`src/rtl/bbox_pkg.sv`:
```
// Shared types for the bounding-box filter: FSM state encoding and the packed box.
package bbox_pkg;

  localparam int X_W = 11;
  localparam int Y_W = 10;

  typedef enum logic [1:0] {
    SEARCH  = 2'd0,
    ACQUIRE = 2'd1,
    TRACK   = 2'd2,
    COAST   = 2'd3
  } state_t;

  typedef struct packed {
    logic [X_W-1:0] left;
    logic [X_W-1:0] right;
    logic [Y_W-1:0] top;
    logic [Y_W-1:0] bot;
  } box_t;

endpackage

```
`src/rtl/edge_ema.sv`:
```
// One box edge: next filtered value and jump check, purely combinational (0 cycles, no backpressure).
// BBOX_FILTER_EMA_EN selects the EMA step; without it the step is zero-shift, i.e. a direct load of raw.
module edge_ema #(
  parameter int W        = 11,
  parameter int SHIFT    = 2,
  parameter int JUMP_MAX = 64
) (
  input  logic [W-1:0] filt,
  input  logic [W-1:0] raw,
  output logic [W-1:0] nxt,
  output logic         near
);

`ifdef BBOX_FILTER_EMA_EN
  localparam bit EMA_ON = 1'b1;
`else
  localparam bit EMA_ON = 1'b0;
`endif
  localparam int DW = W + 1;
  localparam int SH = EMA_ON ? SHIFT : 0;
  localparam logic [DW-1:0] JUMP_C = DW'(JUMP_MAX);

  logic signed [DW-1:0] diff;
  logic signed [DW-1:0] step;
  logic signed [DW-1:0] sum;
  logic        [DW-1:0] mag;

  always_comb begin
    diff = signed'({1'b0, raw}) - signed'({1'b0, filt});
    mag  = diff[DW-1] ? $unsigned(-diff) : $unsigned(diff);
    near = (mag <= JUMP_C);
    // Small positive gaps would floor to zero; force a unit step so filt lands exactly on raw.
    step = diff >>> SH;
    if (step == '0 && diff != '0) begin
      step = {{(DW-1){1'b0}}, 1'b1};
    end
    sum = signed'({1'b0, filt}) + step;
    // The step never overshoots raw, so sum stays in range; the clamp only guards against wrap.
    nxt = sum[DW-1] ? '0 : sum[W-1:0];
  end

endmodule

```
`src/rtl/bbox_filter.sv`:
```
// Bounding-box tracker: sanity/jump gating, per-edge smoothing, SEARCH/ACQUIRE/TRACK/COAST lock FSM.
// Latency 1 cycle from valid_in to valid_out; no backpressure. Optional EMA via BBOX_FILTER_EMA_EN.
module bbox_filter
  import bbox_pkg::*;
#(
  parameter int WIDTH       = 480,
  parameter int HEIGHT      = 640,
  parameter int SHIFT       = 2,
  parameter int JUMP_MAX    = 64,
  parameter int LOCK_FRAMES = 3,
  parameter int LOST_FRAMES = 8
) (
  input  logic           clk_in,
  input  logic           rst_in,
  input  logic           valid_in,
  input  logic [X_W-1:0] left_in,
  input  logic [X_W-1:0] right_in,
  input  logic [Y_W-1:0] top_in,
  input  logic [Y_W-1:0] bot_in,
  input  logic           frame_in,
  output logic           valid_out,
  output logic [X_W-1:0] left_out,
  output logic [X_W-1:0] right_out,
  output logic [Y_W-1:0] top_out,
  output logic [Y_W-1:0] bot_out,
  output logic           locked_out,
  output logic [1:0]     state_out
);

  localparam int HW = $clog2(LOCK_FRAMES + 1);
  localparam int MW = $clog2(LOST_FRAMES + 1);
  localparam logic [HW-1:0]  LOCK_C   = HW'(LOCK_FRAMES);
  localparam logic [MW-1:0]  LOST_C   = MW'(LOST_FRAMES);
  localparam logic [X_W-1:0] WIDTH_C  = X_W'(WIDTH);
  localparam logic [Y_W-1:0] HEIGHT_C = Y_W'(HEIGHT);

  state_t         state_q, state_nxt;
  box_t           raw, filt_q, ema;
  logic [X_W-1:0] ema_left, ema_right;
  logic [Y_W-1:0] ema_top, ema_bot;
  logic [3:0]     near;
  logic [HW-1:0]  hit_q, hit_inc;
  logic [MW-1:0]  miss_q, miss_inc;
  logic           acc_q, vld_q;
  logic           sane, cons, acq_phase, accept, load_raw, load_ema, miss_frame;

  assign raw = {left_in, right_in, top_in, bot_in};
  assign ema = {ema_left, ema_right, ema_top, ema_bot};

  edge_ema #(.W(X_W), .SHIFT(SHIFT), .JUMP_MAX(JUMP_MAX)) u_left (
    .filt(filt_q.left),  .raw(raw.left),  .nxt(ema_left),  .near(near[0]));
  edge_ema #(.W(X_W), .SHIFT(SHIFT), .JUMP_MAX(JUMP_MAX)) u_right (
    .filt(filt_q.right), .raw(raw.right), .nxt(ema_right), .near(near[1]));
  edge_ema #(.W(Y_W), .SHIFT(SHIFT), .JUMP_MAX(JUMP_MAX)) u_top (
    .filt(filt_q.top),   .raw(raw.top),   .nxt(ema_top),   .near(near[2]));
  edge_ema #(.W(Y_W), .SHIFT(SHIFT), .JUMP_MAX(JUMP_MAX)) u_bot (
    .filt(filt_q.bot),   .raw(raw.bot),   .nxt(ema_bot),   .near(near[3]));

  assign sane = valid_in && (raw.left <= raw.right) && (raw.top <= raw.bot)
             && (raw.right < WIDTH_C) && (raw.bot < HEIGHT_C);
  assign cons = sane && (&near);

  // While unlocked any sane box is taken (re-seeding if it jumped); once locked only consistent ones.
  assign acq_phase  = (state_q == SEARCH) || (state_q == ACQUIRE);
  assign accept     = acq_phase ? sane : cons;
  assign load_raw   = sane && ((state_q == SEARCH) || ((state_q == ACQUIRE) && !cons));
  assign load_ema   = accept && !load_raw;
  assign miss_frame = frame_in && !acc_q && !accept;
  assign hit_inc    = hit_q + HW'(1);
  assign miss_inc   = miss_q + MW'(1);

  always_ff @(posedge clk_in) begin
    if (!rst_in) begin
      state_q <= SEARCH;
    end else begin
      state_q <= state_nxt;
    end
  end

  always_comb begin
    state_nxt = state_q;
    case (state_q)
      SEARCH:  if (accept) state_nxt = ACQUIRE;
      ACQUIRE: begin
        if (load_ema && hit_inc == LOCK_C) state_nxt = TRACK;
        else if (miss_frame)               state_nxt = SEARCH;
      end
      TRACK:   if (miss_frame) state_nxt = COAST;
      COAST: begin
        if (accept)                                state_nxt = TRACK;
        else if (miss_frame && miss_inc == LOST_C) state_nxt = SEARCH;
      end
      default: state_nxt = SEARCH;
    endcase
  end

  always_comb begin
    valid_out  = vld_q;
    left_out   = filt_q.left;
    right_out  = filt_q.right;
    top_out    = filt_q.top;
    bot_out    = filt_q.bot;
    locked_out = (state_q == TRACK) || (state_q == COAST);
    state_out  = state_q;
  end

  always_ff @(posedge clk_in) begin
    if (!rst_in) begin
      filt_q <= '0;
      hit_q  <= '0;
      miss_q <= '0;
      acc_q  <= 1'b0;
      vld_q  <= 1'b0;
    end else begin
      vld_q <= accept;
      if (load_raw)      filt_q <= raw;
      else if (load_ema) filt_q <= ema;

      if (load_raw)                                hit_q <= HW'(1);
      else if (load_ema && state_q == ACQUIRE)     hit_q <= hit_inc;
      else if (state_nxt == SEARCH)                hit_q <= '0;

      if (accept || state_nxt == SEARCH) miss_q <= '0;
      else if (miss_frame)               miss_q <= (state_q == TRACK) ? MW'(1) : miss_inc;

      // A sample coincident with frame_in is credited to the closing frame above, then the flag clears.
      if (frame_in)    acc_q <= 1'b0;
      else if (accept) acc_q <= 1'b1;
    end
  end

endmodule

```
`config.mk`:
```
export PLATFORM = sky130hd
export DESIGN_NAME = bbox_filter
export DESIGN_NICKNAME = d
export VERILOG_FILES = /design/src/rtl/bbox_pkg.sv /design/src/rtl/edge_ema.sv /design/src/rtl/bbox_filter.sv
export SDC_FILE = /design/constraint.sdc
export NUM_CORES = 1
export LEC_CHECK = 0
export ABC_AREA = 1
export CAP_MARGIN = 10
export CORE_MARGIN = 10
export CORE_UTILIZATION = 54
export DETAILED_ROUTE_END_ITERATION = 6
export GPL_TIMING_DRIVEN = 0
export PLACE_DENSITY = 0.8
export SYNTH_ARGS = -nofsm -noshare
export SYNTH_HDL_FRONTEND = slang
export SYNTH_SLANG_ARGS = --single-unit
```
`constraint.sdc`:
```
create_clock -name clk_in -period 4.2 [get_ports clk_in]
set_clock_uncertainty 0.1 [all_clocks]
set_input_delay 1.05 -clock clk_in [delete_from_list [all_inputs] [get_ports clk_in]]
set_output_delay 1.05 -clock clk_in [all_outputs]
set_load 0.01 [all_outputs]
```
Word level (Yosys, flattened, before mapping)
Index checks and enable logic that the tools add are counted.

cells by class
  reductions and logical operators = 42
  add/subtract/negate cells = 14
  bitwise logic cells = 1
  eq/ne operators = 5
  multiplexer cells = 26
  order comparisons = 8

operators by type and width
  operator                                               count
  2-to-1 mux 42 bit                                      2
  2-to-1 mux 11 bit                                      6
  2-to-1 mux 12 bit                                      4
  adder 12 bit                                           2
  <= comparator 12 x 7 -> 1 bit (second input constant)  2
  zero test 12 bit                                       2
  negator 12 bit                                         2
  nonzero test 12 bit                                    2
  subtractor 11 x 11 -> 12 bit                           2
  adder 11 bit                                           2
  <= comparator 11 x 7 -> 1 bit (second input constant)  2
  zero test 11 bit                                       2
  negator 11 bit                                         2
  nonzero test 11 bit                                    2
  subtractor 10 x 10 -> 11 bit                           2
  2-to-1 mux 10 bit                                      2
  logical AND 1 bit                                      17
  2-to-1 mux 2 bit                                       8
  <= comparator 11 bit                                   1
  < comparator 11 x 9 -> 1 bit (second input constant)   1
  <= comparator 10 bit                                   1
  < comparator 10 bit (second input constant)            1
  case mux 2 bit (4 select lines)                        1
  == test 2 bit (second input constant)                  3
  14 further kinds                                       25

storage, ports and cells
  output and inout port bits = 46
  logic and storage cells = 106
  flip-flop bits (word level) = 52

Longest topological paths before layout
  word-level depth = 19
  mapped depth = 27
  mapped depth without buffers = 27

Hierarchy
From an unflattened synthesis, not the netlist that was laid out.

unflattened totals
  cells, all modules = 1348
  area, all modules = 8061.5 um^2

by module, submodules not included
  module                 cells each  times used  seq. area each (um^2)  area an instance (um^2)
  bbox_filter            417         1           1041.0                 2892.8
  edge_ema (u_left ...)  245         2           0.0                    1365.1
  edge_ema (u_bot)       225         1           0.0                    1256.2
  edge_ema (u_top)       216         1           0.0                    1182.4

Worst setup path after synthesis
OpenSTA, ideal clock, no wires.

  path kind = input port to flip-flop
  start point = input port left_in[0]
  end point = register filt_q (netlist bit left_out[1])
  data arrival time = 4.211 ns
  stages = 25
  library setup time = 0.080 ns
  slack = -0.191 ns
  path buffers = 0
  required time = 4.020 ns
  cells stage by stage = inv_1 -> ha_1 -> fa_1 -> inv_1 -> nand3_1 -> nand2_1 -> nand2_1 -> nand2_1 -> nand2_1 -> nand2_1 -> inv_1 -> ha_1 -> a21oi_1 -> o221ai_1 -> nand2_1 -> nand2_1 -> nand2_1 -> nand2_1 -> a21o_1 -> a21oi_1 -> xor2_1 -> inv_1 -> nor2_1 -> a21oi_1 -> a211oi_2

between the ends
  word-level cells in the longest chain between the ends = 13
  elaborated cells between the ends (all ways) = 27
  classes of those cells = add/sub: 3; order compare: 2; mux: 6; reduce/logical: 16

ends and longest elaborated chain
  item                                                                  RTL line                              text
  start: declaration                                                    bbox_filter.sv:16                     input logic [X_W-1:0] left_in,
  subtractor 11 x 11 -> 12 bit or <= comparator 11 bit (tied branches)  edge_ema.sv:29, bbox_filter.sv:59
  negator 12 bit or logical AND 1 bit (tied branches)                   edge_ema.sv:30, bbox_filter.sv:59
  2-to-1 mux 12 bit or logical AND 1 bit (tied branches)                edge_ema.sv:30, bbox_filter.sv:59
  <= comparator 12 x 7 -> 1 bit or logical AND 1 bit (tied branches)    edge_ema.sv:31, bbox_filter.sv:60
  AND reduction 4 bit or logical AND 1 bit (tied branches)              bbox_filter.sv:61, bbox_filter.sv:60
  logical AND 1 bit                                                     bbox_filter.sv:61                     assign cons = sane && (&near);
  zero test 1 bit                                                       bbox_filter.sv:66                     assign load_raw = sane && ((state_q == SEARCH) || ((state_q == ACQUIRE) && !cons));
  logical AND 1 bit                                                     bbox_filter.sv:66
  logical OR 1 bit                                                      bbox_filter.sv:66
  logical AND 1 bit                                                     bbox_filter.sv:66
  zero test 1 bit                                                       bbox_filter.sv:67                     assign load_ema = accept && !load_raw;
  logical AND 1 bit                                                     bbox_filter.sv:67
  nonzero test 2 bit (no source line)                                   -
  end signal: assignment                                                bbox_filter.sv:116                    if (load_raw) filt_q <= raw;
  end signal: assignment                                                bbox_filter.sv:117                    else if (load_ema) filt_q <= ema;
  end: declaration                                                      bbox_filter.sv:38                     box_t raw, filt_q, ema;

Several ways; a longest one is shown, not always the timed one. The select of a mux whose other input is x is not followed.
A chain may end at the register's enable or synchronous reset.

Worst setup path in the final report
  start point = input port right_in[0]
  end point = register filt_q (netlist bit right_out[1])

between the ends
  word-level cells in the longest chain between the ends = 13
  elaborated cells between the ends (all ways) = 28
  classes of those cells = add/sub: 3; order compare: 3; mux: 6; reduce/logical: 16

ends and longest elaborated chain
  item                                                                  RTL line                              text
  start: declaration                                                    bbox_filter.sv:17                     input logic [X_W-1:0] right_in,
  subtractor 11 x 11 -> 12 bit or <= comparator 11 bit (tied branches)  edge_ema.sv:29, bbox_filter.sv:59
  negator 12 bit or logical AND 1 bit (tied branches)                   edge_ema.sv:30, bbox_filter.sv:59
  2-to-1 mux 12 bit or logical AND 1 bit (tied branches)                edge_ema.sv:30, bbox_filter.sv:59
  <= comparator 12 x 7 -> 1 bit or logical AND 1 bit (tied branches)    edge_ema.sv:31, bbox_filter.sv:60
  AND reduction 4 bit or logical AND 1 bit (tied branches)              bbox_filter.sv:61, bbox_filter.sv:60
  logical AND 1 bit                                                     bbox_filter.sv:61
  zero test 1 bit                                                       bbox_filter.sv:66
  logical AND 1 bit                                                     bbox_filter.sv:66
  logical OR 1 bit                                                      bbox_filter.sv:66
  logical AND 1 bit                                                     bbox_filter.sv:66
  zero test 1 bit                                                       bbox_filter.sv:67
  logical AND 1 bit                                                     bbox_filter.sv:67
  nonzero test 2 bit (no source line)                                   -

Several ways; a longest one is shown, not always the timed one. The select of a mux whose other input is x is not followed.

==> impl_metrics.csv <==
group,metric,value,unit
synthesis,synth_area,8520,µm²
synthesis,yosys.area.top_type,"sky130_fd_sc_hd__nand2_1",
critical_path,path_common_cell,"sky130_fd_sc_hd__nand2_1",
critical_path,crit_family,"simple AND/OR/NAND/NOR gates",
synthesis,synth-edff-count,0,
final_layout,stdcell_count,1835,
critical_path,cp-start-kind,"primary input",
clock_network,cts.root.buffer_cell,"sky130_fd_sc_hd__clkbuf_16",
synthesis,post_synthesis_simple_gate_area_fraction,0.366,
critical_path,worstPathArrival,4480,ps
drt,wirelength_met1,12700,µm
synthesis,syn_nets,1574,
synthesis,ys_seq_elements,52,
critical_path,cpPeakStageDelay,360,ps
floorplan,die-height,146,µm
global_route,via_count_of_the_first_global_routing_pass,9393,
drt,drt_iter0_drcs,1491,
sta,setup_violations,18,
clock_network,postCtsHoldBufs,0,
placement,placed_cells_incl_taps,1717,
placement,globalplace.congestion,0.932,
clock_network,cts_max_level,2,
critical_path,cpMaxStageDelayCell,"sky130_fd_sc_hd__fa_2",
drt,routed-wl-met2,16000,µm
critical_path,critical_path_required,4330,ps
floorplan,initial_core_util,0.556,
final_layout,fraction_of_final_layout_cells_with_drive_strength_greater_than_1,0.292,
drt,drcViolationCount,0,
floorplan,pin_count,92,
final_layout,insertedDiodeCount,0,
drt,drt_pre_antenna_iters,6,
sta,final_period_minus_worst_setup_slack,4350,ps
sta,final_critical_path_setup_slack,-152,ps
critical_path,cp_cell_sequence,"buf_6, inv_4, ha_4, fa_2, buf_6, xor2_4, inv_2, ha_4, a21oi_2, nand2_1, nand2_1, o211ai_1, nand2_1, nand2_1, a21oi_2, inv_1, a21oi_1, nor2_1, nor2_1, xor2_1, inv_2, nor2_4, a21oi_2, a211oi_1",
global_route,first_pass_grt_wire_length,45600,µm
synthesis,synthesis.yosys.warnings,0,
global_route,overflow,0,
sta,max_slew_headroom_at_the_worst_pin,0.296,
drt,met3_length,3350,µm
global_route,grt_antenna_before_repair,0,
pwr,power_per_cell_area,185,nW/µm²
placement,pre_cts_ws,-1240,ps
min_path,hp-class,"reg2reg",
outcome,run_status,"finished with violations",
synthesis,synthCells,1416,
pwr,cellLeakagePower,5.95,nW
clock_network,cts_max_path_buffers,2,
clock_network,cts_tree,"done",
synthesis,synth_compound_gate_area_share,0.171,
synthesis,synth_top_family_by_area,"simple AND/OR/NAND/NOR gates",
synthesis,synth_flop_cell,"sky130_fd_sc_hd__dfxtp_1",
synthesis,yosys-mux-area-fraction,0,
clock_network,clock-sinks,52,
drt,post_drt_via_cell_ratio,6.01,
global_route,gr-usage-all-layers,0.252,
pwr,total_power,2.27,mW
floorplan,floorplan.core_area,15300,µm²
floorplan,fp.dieW,146,µm
critical_path,critical_path.max_fanout,8,
drt,maxUsedRoutingLayer,"met4",
sta,worst-slew-pin-transition,1050,ps
sta,rsz0062_at_grt,"true",
synthesis,post_synth.cell_area_avg,6.02,µm²
placement,dp_hpwl,21100,µm
synthesis,synth.yosys.seq_area_share,0.122,
synthesis,netlist.area_leader.share,0.196,
global_route,pin_count_of_the_biggest_net_entering_global_routing,17,
pwr,irDropWorstVdd,167,µV
run,max-cap-violations,0,
clock_network,clk_pin_slew,80,ps
final_layout,filler_cell_count,1018,
floorplan,num_rows,45,
drt,ant_nets,0,
floorplan,design.die.area,21200,µm²
sta,finalCritPeriodShare,1.04,
synthesis,synthAdderAreaFrac,0.172,
critical_path,setup.worst_path.class,"in2reg",
drt,detail_route.wl_per_cell,18.7,µm
final_layout,syn_to_final_growth,44.0,%
synthesis,synth_xor_area_frac,0.0348,
final_layout,final_nets,1781,
critical_path,worstPathBufferInverterCount,6,
clock_network,cts_buffers,5,
drt,vias,11035,
clock_network,worstSkewPairLatency,310,ps
sta,fmax,0.230,GHz
synthesis,synthTopCellsByArea,"sky130_fd_sc_hd__nand2_1 20%, sky130_fd_sc_hd__ha_1 15%, sky130_fd_sc_hd__dfxtp_1 12%",
sta,report.final.hold_viol_count,0,
placement,numPortBuffers,90,
outcome,violations_in_the_final_reports,"setup timing",
drt,drt_wl_total,34400,µm
synthesis,yosys.cell_types.count,50,
synthesis,synth-async-reset-ratio,0,
sta,maxSlewViolCount,0,
critical_path,cp-end-kind,"flop",
[final timing paths]
| check | startpoint | end | slack, ps | cells after the start |
|---|---|---|---|---|
| setup / recovery | right_in[0] | right_out[1]$_SDFFE_PN0P_ | -150 | 24 |
| setup reg to reg | right_out[1]$_SDFFE_PN0P_ | right_out[1]$_SDFFE_PN0P_ | 40 | 25 |
| hold reg to reg | miss_q[3]$_SDFFE_PP0P_ | miss_q[3]$_SDFFE_PP0P_ | 370 | 2 |
| hold / removal | miss_q[3]$_SDFFE_PP0P_ | miss_q[3]$_SDFFE_PP0P_ | 370 | 2 |
[worst register-to-register path: stages (launching register included)]
cell and delay, ps:
sky130_fd_sc_hd__dfxtp_1 500, sky130_fd_sc_hd__inv_1 180, sky130_fd_sc_hd__ha_1 380, sky130_fd_sc_hd__nand2_1 130, sky130_fd_sc_hd__nor2_1 80, sky130_fd_sc_hd__nor2_2 110
sky130_fd_sc_hd__nand2_1 80, sky130_fd_sc_hd__nand2_2 110, sky130_fd_sc_hd__inv_1 90, sky130_fd_sc_hd__ha_1 320, sky130_fd_sc_hd__inv_1 140, sky130_fd_sc_hd__nor3_2 60
sky130_fd_sc_hd__nand2_1 80, sky130_fd_sc_hd__o211ai_1 130, sky130_fd_sc_hd__nand2_1 80, sky130_fd_sc_hd__nand2_1 80, sky130_fd_sc_hd__a21oi_2 120, sky130_fd_sc_hd__inv_1 70
sky130_fd_sc_hd__a21oi_1 120, sky130_fd_sc_hd__nor2_1 50, sky130_fd_sc_hd__nor2_1 130, sky130_fd_sc_hd__xor2_1 290, sky130_fd_sc_hd__inv_2 180, sky130_fd_sc_hd__nor2_4 240
sky130_fd_sc_hd__a21oi_2 90, sky130_fd_sc_hd__a211oi_1 160
[area by class of cell]
cell class                      count  area, µm²  area share
Buffer                             24        287      0.0234
Timing Repair inverter              1       5.00    0.000408
Clock buffer                        5        125      0.0102
Inverter                          247        960      0.0782
Timing Repair Buffer              198       1790       0.146
Sequential cell                    52       1040      0.0849
Tap cell                          211        264      0.0215
Multi-Input combinational cell   1094       7750       0.632
Clock inverter                      3       42.5     0.00347
[through the flow]
stage / instance area (µm²) / TNS, ps / hold WS (ps) / util
floorplan: 8570 / 0 / 352 / -
global placement: 9740 / -47480 / 364 / 0.636
detailed placement: 9740 / -50130 / 373 / 0.636
CTS: 11100 / 0 / 383 / 0.726
global route: 12300 / -8000 / 395 / 0.801
finish: 12300 / -1170 / 373 / 0.801
[routing by layer]
layer | vias up | global-route usage
li1 | 5011 | -
met1 | 5023 | 0.307
met2 | 751 | 0.437
met3 | 250 | 0.0354
met4 | 0 | 0.100
met5 | - | 0
[power breakdown]
part	internal (mW)	total (mW)	switching (mW)
Clock	0.281	0.503	0.222
Sequential	0.500	0.513	0.0122
Combinational	0.497	1.26	0.761
[synthesized netlist by cell type (3+ instances only)]
cell / instances
sky130_fd_sc_hd__inv_1: 240
sky130_fd_sc_hd__nor4_1: 3
sky130_fd_sc_hd__o22ai_1: 12
sky130_fd_sc_hd__a21o_1: 3
sky130_fd_sc_hd__o21ai_1: 8
sky130_fd_sc_hd__nand3_2: 3
sky130_fd_sc_hd__xnor2_1: 15
sky130_fd_sc_hd__nor3_1: 7
sky130_fd_sc_hd__inv_2: 5
sky130_fd_sc_hd__a211oi_1: 3
sky130_fd_sc_hd__a21oi_2: 12
sky130_fd_sc_hd__dfxtp_1: 52
sky130_fd_sc_hd__nand3b_1: 9
sky130_fd_sc_hd__nand3_1: 111
sky130_fd_sc_hd__buf_6: 6
sky130_fd_sc_hd__o211ai_1: 5
sky130_fd_sc_hd__ha_1: 104
sky130_fd_sc_hd__o211ai_2: 24
sky130_fd_sc_hd__clkbuf_1: 6
sky130_fd_sc_hd__nand4_1: 24
sky130_fd_sc_hd__buf_2: 6
sky130_fd_sc_hd__buf_12: 4
sky130_fd_sc_hd__o21ai_0: 42
sky130_fd_sc_hd__nor2_1: 86
sky130_fd_sc_hd__or2_2: 12
sky130_fd_sc_hd__nand2_1: 444
sky130_fd_sc_hd__a21oi_1: 88
sky130_fd_sc_hd__nand2_2: 10
sky130_fd_sc_hd__xor2_1: 17
sky130_fd_sc_hd__nor2_2: 10
sky130_fd_sc_hd__fa_1: 8
sky130_fd_sc_hd__o21bai_1: 14
[sequential cells by signal, summed over array words and instances, names as in the netlist]
name / flops
left_out: 11
hit_q: 2
right_out: 11
bot_out: 10
valid_out: 1
acc_q: 1
miss_q: 4
top_out: 10
state_out: 2
[what timing repair did]
item | 4_1_cts | 5_1_grt
setup buffers | 49 | 52
gates cloned | 3 | 6
endpoints found under the setup margin | 52 | 51
gates resized for setup | 200 | 223
pin swaps | 64 | 120
endpoints found under the hold margin | 0 | 0
[layout by cell type, fill, tap and decap left out, drive strengths merged]
| master | count |
|---|---|
| bufinv | 1 |
| a21oi | 101 |
| nand3b | 9 |
| o21a | 1 |
| clkinvlp | 1 |
| o2111ai | 1 |
| clkinv | 3 |
| and2 | 1 |
| or2 | 12 |
| fa | 8 |
| clkbuf | 33 |
| a31oi | 2 |
| ha | 104 |
| dfxtp | 52 |
| a21o | 3 |
| o22ai | 12 |
| dlymetal6s2s | 10 |
| bufbuf | 1 |
| nand4 | 25 |
| o31ai | 2 |
| dlygate4sd2 | 6 |
| o21ai | 51 |
| a21boi | 1 |
| clkdlybuf4s50 | 54 |
| o211ai | 29 |
| nor3 | 7 |
| nor4 | 4 |
| buf | 123 |
| nand3 | 114 |
| nand2 | 455 |
| nor2 | 98 |
| xnor2 | 16 |
| o21bai | 14 |
| xor2 | 18 |
| o221ai | 1 |
| and3b | 1 |
| inv | 246 |
| a211oi | 4 |
[kinds of logic after synthesis]
logic type / Yosys count
XOR/XNOR: 33
flip-flops: 52
AND/OR/NAND/NOR: 726
buffers and inverters: 271
adder cells (fa/ha/maj): 112
AO/OA/AOI/OAI: 222
Power figures use the tool's default switching activity.
